[config.mk]
export PLATFORM = sky130hd
export DESIGN_NAME = tap7_mac
export DESIGN_NICKNAME = d
export VERILOG_FILES = /design/src/rtl/tap7_mac.sv
export SDC_FILE = /design/constraint.sdc
export NUM_CORES = 2
export LEC_CHECK = 0
export CAP_MARGIN = 0
export CORE_ASPECT_RATIO = 0.9
export CORE_MARGIN = 5
export CORE_UTILIZATION = 50
export CTS_BUF_LIST = sky130_fd_sc_hd__clkbuf_8
export CTS_CLUSTER_SIZE = 10
export DETAILED_ROUTE_END_ITERATION = 6
export PLACE_DENSITY_LB_ADDON = 0.15
export SLEW_MARGIN = 20
export SYNTH_ARGS = -nofsm -noshare
export SYNTH_HDL_FRONTEND = slang
export SYNTH_SLANG_ARGS = --single-unit
[constraint.sdc]
create_clock -name CLK -period 4.65 [get_ports CLK]
set_input_delay 1.395 -clock CLK [delete_from_list [all_inputs] [get_ports CLK]]
set_output_delay 1.395 -clock CLK [all_outputs]
set_load 0.02 [all_outputs]
[src/rtl/tap7_mac.sv]
// tap7_mac: 7-tap signed MAC on line-buffer taps, 3-stage pipeline gated by line-fill tracking.
// Optional Pix_Out/Pix_Valid clamp stage when TAP7_PIXOUT_EN is defined.
module tap7_mac #(
    parameter int IMG_Width = 224,
    parameter int Datawidth = 8,
    parameter int CoefWidth = 8
`ifdef TAP7_PIXOUT_EN
    ,
    parameter int Shift = 0
`endif
) (
    input  logic                               CLK,
    input  logic                               CLR,
    input  logic                               WE,
    input  logic [Datawidth-1:0]               Tap0,
    input  logic [Datawidth-1:0]               Tap1,
    input  logic [Datawidth-1:0]               Tap2,
    input  logic [Datawidth-1:0]               Tap3,
    input  logic [Datawidth-1:0]               Tap4,
    input  logic [Datawidth-1:0]               Tap5,
    input  logic [Datawidth-1:0]               Tap6,
    input  logic                               Frame_Start,
    input  logic                               Coef_WE,
    input  logic [2:0]                         Coef_Addr,
    input  logic [CoefWidth-1:0]               Coef_Data,
    output logic [Datawidth+CoefWidth+3:0]     Sum,
    output logic                               Out_Valid,
    output logic                               Fill_Done
`ifdef TAP7_PIXOUT_EN
    ,
    output logic [Datawidth-1:0]               Pix_Out,
    output logic                               Pix_Valid
`endif
);

    localparam int PW   = Datawidth + CoefWidth + 1;
    localparam int SW   = Datawidth + CoefWidth + 4;
    localparam int CLOG = $clog2(IMG_Width + 1);
    localparam int CW   = (CLOG > 9) ? CLOG : 9;
    localparam logic [CW-1:0] FULL = CW'(IMG_Width);

    logic [CW-1:0]                count, count_nxt;
    logic                         cap_en, v1, v2;
    logic [Datawidth-1:0]         taps_in [7];
    logic [Datawidth-1:0]         tap_q   [7];
    logic signed [CoefWidth-1:0]  coef    [7];
    logic signed [PW-1:0]         prod_c  [7];
    logic signed [PW-1:0]         prod_q  [7];
    logic signed [SW-1:0]         sum_c;

    assign taps_in[0] = Tap0;
    assign taps_in[1] = Tap1;
    assign taps_in[2] = Tap2;
    assign taps_in[3] = Tap3;
    assign taps_in[4] = Tap4;
    assign taps_in[5] = Tap5;
    assign taps_in[6] = Tap6;

    // Frame_Start clears first, so a coincident WE still counts as the first pixel.
    always_comb begin
        count_nxt = Frame_Start ? '0 : count;
        if (WE && (count_nxt != FULL))
            count_nxt = count_nxt + CW'(1);
    end

    always_ff @(posedge CLK or negedge CLR) begin
        if (!CLR) begin
            count     <= '0;
            Fill_Done <= 1'b0;
            cap_en    <= 1'b0;
            v1        <= 1'b0;
            v2        <= 1'b0;
            Out_Valid <= 1'b0;
        end else begin
            count     <= count_nxt;
            Fill_Done <= (count_nxt == FULL);
            cap_en    <= WE && (count_nxt == FULL);
            v1        <= Frame_Start ? 1'b0 : cap_en;
            v2        <= Frame_Start ? 1'b0 : v1;
            Out_Valid <= Frame_Start ? 1'b0 : v2;
        end
    end

    always_ff @(posedge CLK or negedge CLR) begin
        if (!CLR) begin
            for (int unsigned i = 0; i < 7; i++)
                coef[i] <= '0;
        end else if (Coef_WE) begin
            for (int unsigned i = 0; i < 7; i++)
                if (Coef_Addr == 3'(i))
                    coef[i] <= $signed(Coef_Data);
        end
    end

    always_comb begin
        for (int unsigned i = 0; i < 7; i++)
            prod_c[i] = PW'($signed({1'b0, tap_q[i]})) * PW'(coef[i]);
    end

    always_comb begin
        sum_c = '0;
        for (int unsigned i = 0; i < 7; i++)
            sum_c = sum_c + SW'(prod_q[i]);
    end

    // Sum only moves with a surviving valid, so it holds whenever Out_Valid stays low.
    always_ff @(posedge CLK or negedge CLR) begin
        if (!CLR) begin
            for (int unsigned i = 0; i < 7; i++) begin
                tap_q[i]  <= '0;
                prod_q[i] <= '0;
            end
            Sum <= '0;
        end else begin
            if (cap_en)
                tap_q <= taps_in;
            if (v1)
                prod_q <= prod_c;
            if (v2 && !Frame_Start)
                Sum <= sum_c;
        end
    end

`ifdef TAP7_PIXOUT_EN
    localparam logic signed [SW-1:0] PIX_MAX = SW'((2 ** Datawidth) - 1);
    logic signed [SW-1:0] shifted;

    assign shifted = $signed(Sum) >>> Shift;

    always_ff @(posedge CLK or negedge CLR) begin
        if (!CLR) begin
            Pix_Out   <= '0;
            Pix_Valid <= 1'b0;
        end else begin
            Pix_Valid <= Out_Valid;
            if (shifted[SW-1])
                Pix_Out <= '0;
            else if (shifted > PIX_MAX)
                Pix_Out <= '1;
            else
                Pix_Out <= shifted[Datawidth-1:0];
        end
    end
`endif

endmodule

# Word level (Yosys, flattened, before mapping)
# Index checks and enable logic that the tools add are counted.
# totals
register_bits,265
out_inout_bits,22
# classes
addsub,7
mul,7
n_eq_ne,8
muxes,5
n_reduce_logical,12
# op_table
cell,n
multiplier 9 x 8 -> 17 bit,7
adder 20 x 17 -> 20 bit,3
adder 19 x 17 -> 20 bit,1
adder 18 x 17 -> 19 bit,1
adder 17 x 17 -> 18 bit,1
2-to-1 mux 9 bit,2
AND reduction 2 bit,7
"adder 9 x 1 -> 9 bit, second input constant",1
"equality test 3 bit, second input constant",3
"equality test 9 x 8 -> 1 bit, second input constant",1
"inequality test 9 x 8 -> 1 bit, second input constant",1
"equality test 3 x 2 -> 1 bit, second input constant",2
"equality test 3 x 1 -> 1 bit, second input constant",1
logical AND 1 bit,3
logical NOT 3 bit,1
2-to-1 mux 1 bit,3
logical NOT 1 bit,1

# Longest topological paths before layout
# logic_depth
ltp_word,6
mapped_depth,18
mapped_depth_nobuf,18

# Least setup slack after synthesis
# No wires, ideal clock.
# synth_timing
kind,register to register
startpoint,register tap_q[7] in the netlist's numbering
endpoint,register prod_q[15] in the netlist's numbering
setup_time_ns,0.137
arrival_ns,4.149
t_required_ns,4.513
slack_ns,0.364
stages_incl_launch_ff,18
synth_period_minus_slack_ns,4.286
path_cell_list,dfrtp_1 clkbuf_1 nand2_1 fa_1 inv_1 fa_1 fa_1 inv_1 fa_1 inv_1 ha_1 or2_2 o31a_1 o41ai_1 o2111ai_1 o31ai_1 xor2_1 a21oi_1
# synth_between
elab_chain_cells,1
# synth_lines
item,line_no,source
"start, declared",45,logic [Datawidth-1:0] tap_q [7];
"start signal, assigned",116,tap_q <= taps_in;
multiplier 9 x 8 -> 17 bit,97,"prod_c[i] = PW'($signed({1'b0, tap_q[i]})) * PW'(coef[i]);"
"end signal, assigned",118,prod_q <= prod_c;
"end, declared",48,logic signed [PW-1:0] prod_q [7];
# Every way passes these cells.
# A chain may end at the register's enable or synchronous reset.

# Final worst setup path
# layout_timing
startpoint,register coef[27] in the netlist's numbering
endpoint,register prod_q[63] in the netlist's numbering
# layout_between
elab_chain_cells,1
# layout_lines
item,line_no,source
"start, declared",46,logic signed [CoefWidth-1:0] coef [7];
"start signal, assigned by index",91,coef[i] <= $signed(Coef_Data);
multiplier 9 x 8 -> 17 bit,97,
# Every way passes these cells.

==> flow_summary_export.csv <==
group,metric,value,unit
die,die_h,236,um
route,drc,0,
placement,portBuffers,93,
route,wire_per_inst,18.0,um
timing,min_period_over_period,97.4,%
die,pin_count,94,
critical_path,crit_required,5.14,ns
synth,syn_nets,3698,
job,maxCapViolCount,0,
layout,fin_util,56.3,%
timing,min_period,4.53,ns
synth,ys_ff_latch,265,
outcome,status,"finished clean",
critical_path,critPathMaxFanout,9,
grt,grt_usage,23.3,%
timing,hold_viol,0,
clocking,root_buffer,"clkbuf_8",
critical_path,crit_arrival,5.02,ns
critical_path,start_kind,"flip-flop",
clocking,cts_made_buffers,50,
route,drtIter0Drc,1128,
grt,grt_max_degree,204,
timing,max_freq,221,MHz
synth,syn_area,0.0285,sq mm
route,firstDrtPassIters,5,
clocking,numClockSinks,265,
die,core_area,0.0567,sq mm
clocking,cts.clk_slew.worst_paths,0.06,ns
timing,setup_viol,0,
clocking,cts_tree,"yes",
timing,holdWs,0.480,ns
synth,synth_ff_type,"dfrtp_1",
timing,slew_headroom,22.3,%
grt,grt_pass1_vias,21600,
die,start_util,50.3,%
timing,rsz0062_at_grt,"true",
clocking,postCtsHoldBufs,0,
grt,antenna_found_initial,7,
power_and_ir_drop,p_leak,16.3,nW
placement,gp_congestion,0.887,
layout,drive_above_1_share,10.5,%
route,vias_per_cell,5.17,
synth,avgSynthCellArea,9.64,sq um
critical_path,critPathKind,"flip-flop to flip-flop",
hold_path,hold_path.class,"flip-flop to flip-flop",
clocking,htree_levels,2,
power_and_ir_drop,power,6.86,mW
placement,dp_hpwl,55.7,mm
die,die_x,262,um
route,postRouteAntennaNets,0,
power_and_ir_drop,power_density,215,mW/mm^2
die,num_rows,83,
clocking,clock_latency,0.64,ns
synth,yosysSeqAreaShare,23.3,%
power_and_ir_drop,ir_worst_vdd,0.200,mV
synth,ys_warn_count,0,
synth,async_reset_ff_share,100,%
layout,fin_nets,3841,
timing,tns,0,ns
grt,grt_remaining_overflow,0,
timing,finalMaxSlewViolations,0,
synth,synth-edff-count,0,
critical_path,end_kind,"flip-flop",
timing,tightest_slew,1.16,ns
route,wirelength,70.1,mm
synth,synth_cells,2956,
synth,synthDistinctLibCells,56,
timing,fin_skew,0.0343,ns
layout,syn_to_final_growth,12.1,%
route,vias,20200,
die,dieArea,0.0619,sq mm
grt,grt_pass1_wl,115,mm
clocking,clockBufferDepth,3,
## power breakdown
| group | leakage [nW] | switching (mW) | internal, mW | total, mW |
|---|---|---|---|---|
| logic | 12.2 | 0.857 | 0.691 | 1.55 |
| clock network | 0.627 | 1.12 | 1.54 | 2.65 |
| registers | 3.57 | 0.239 | 2.42 | 2.66 |
| total | 16.3 | 2.21 | 4.65 | 6.86 |
## layout make-up
| type | instances | area (sq um) |
|---|---|---|
| fillers | 5073 | 24800 |
| multi-input cells | 1990 | 19400 |
| flip-flops and latches | 265 | 6650 |
| inverters | 639 | 2400 |
| repair buffers | 153 | 1420 |
| well taps | 765 | 957 |
| clock buffers | 62 | 853 |
| clock inverters | 27 | 282 |
| diodes | 1 | 2.50 |
## worst max-delay path: stages, from the launching register on
cell	delay, ns
dfrtp_2	0.48
and2_1	0.20
fa_1	0.51
inv_1	0.06
fa_1	0.54
inv_1	0.05
fa_1	0.49
fa_1	0.43
ha_1	0.35
o21ai_0	0.23
a21oi_2	0.07
o211ai_1	0.27
nand2_1	0.09
a21o_1	0.21
xnor2_2	0.19
buf_4	0.16
mux2i_1	0.06
## kinds of logic (layout without fill, tap and decap cells)
kind of cell | Yosys count | in the layout | share of synthesized area (%)
and+or+nand+nor | 777 | 777 | 14.0
buffers and inverters | 701 | 881 | 9.24
adders and majority gates | 670 | 670 | 38.5
AOI/OAI and AO/OA | 319 | 319 | 6.87
DFF | 265 | 265 | 23.3
muxes | 147 | 147 | 5.71
xor gates and xnor gates | 77 | 77 | 2.37
other | 0 | 1 | 0
## stage by stage
step / std cells / worst slack [ns] / cell area (sq um)
after global routing: 3901 / -0.0604 / 31900
final: 3902 / 0.122 / 31900
after detailed placement: 3811 / 0.0496 / 30600
after CTS: 3900 / 0.0110 / 31800
after global placement: 3811 / 0.137 / 30600
after floorplan: 2956 / 0.364 / 28500
## synthesized netlist by cell type, types with 5 or more instances
cell type  count  area, sq um
o21ai_0      113          566
o211ai_1      10         75.1
nor3_1        27          135
xnor2_1       46          403
a21o_1        22          165
nand3_1       26          130
mux2i_1       23          230
or3_1         16          100
a31oi_1        8         50.1
nand3b_1      13         97.6
a211oi_1      10         75.1
mux2_2       124         1400
o31ai_1       12         90.1
o311ai_0       5         43.8
clkbuf_1      61          229
and3_1         9         56.3
nor2_1        85          319
dfrtp_1      265         6630
nand2_1      266          998
and2_1       228         1430
o21ai_1        6         30.0
a211o_1        7         61.3
nand4_1       10         62.6
o21a_1        19          143
inv_1        639         2400
ha_1         324         4050
nand2b_1      54          338
nor2b_1       19          119
nand4b_1       5         43.8
a311oi_1       5         43.8
a21oi_1       77          385
xor2_1        31          272
fa_1         346         6930
## what timing repair did
item / CTS / global route
buffers inserted: 0 / 1
setup endpoints to repair: 0 / 27
resized for setup: 0 / 43
## layer usage
metal	GRT usage [%]	vias to the layer above	wire [um]
li1	-	9571	-
met1	33.4	10100	32000
met2	36.8	414	32000
met3	4.64	82	4460
met4	5.76	2	1590
met5	0	-	13
## flip-flops by register name, indices dropped and copies added (netlist names)
name and count:
Fill_Done 1, v2 1, Out_Valid 1, coef 56, Sum 20, prod_q 119, v1 1, cap_en 1
tap_q 56, count 9
## path summary, 6_finish.rpt
check / cells past startpoint / end / from / slack, ns
setup / recovery: 16 / prod_q[63]$_DFFE_PN0P_ / coef[27]$_DFFE_PN0P_ / 0.12
hold / removal: 2 / Sum[0]$_DFFE_PN0P_ / Sum[0]$_DFFE_PN0P_ / 0.48
setup reg to reg: 16 / prod_q[63]$_DFFE_PN0P_ / coef[27]$_DFFE_PN0P_ / 0.12
hold reg to reg: 2 / Sum[0]$_DFFE_PN0P_ / Sum[0]$_DFFE_PN0P_ / 0.48
max in group asynchronous: 2 / tap_q[19]$_DFFE_PN0P_ / CLR / 2.87
min in group asynchronous: 1 / coef[48]$_DFFE_PN0P_ / CLR / 0.72
## layout by cell type (no fill, tap or decap), drive strengths merged, types with 11 or more instances in the layout
cell type / instances
a211oi: 13
nor2b: 20
nor3: 30
a21o: 22
buf: 62
nand4: 11
clkbuf: 62
o21ai: 119
nand3b: 13
nand2b: 54
nand3: 26
clkdlybuf4s50: 91
nand2: 266
xor2: 31
fa: 346
a21oi: 80
mux2: 124
nor2: 85
o21a: 19
xnor2: 46
dfrtp: 265
or3: 16
inv: 650
and2: 228
mux2i: 23
ha: 324
o31ai: 12
(Power assumes the default switching activity.)
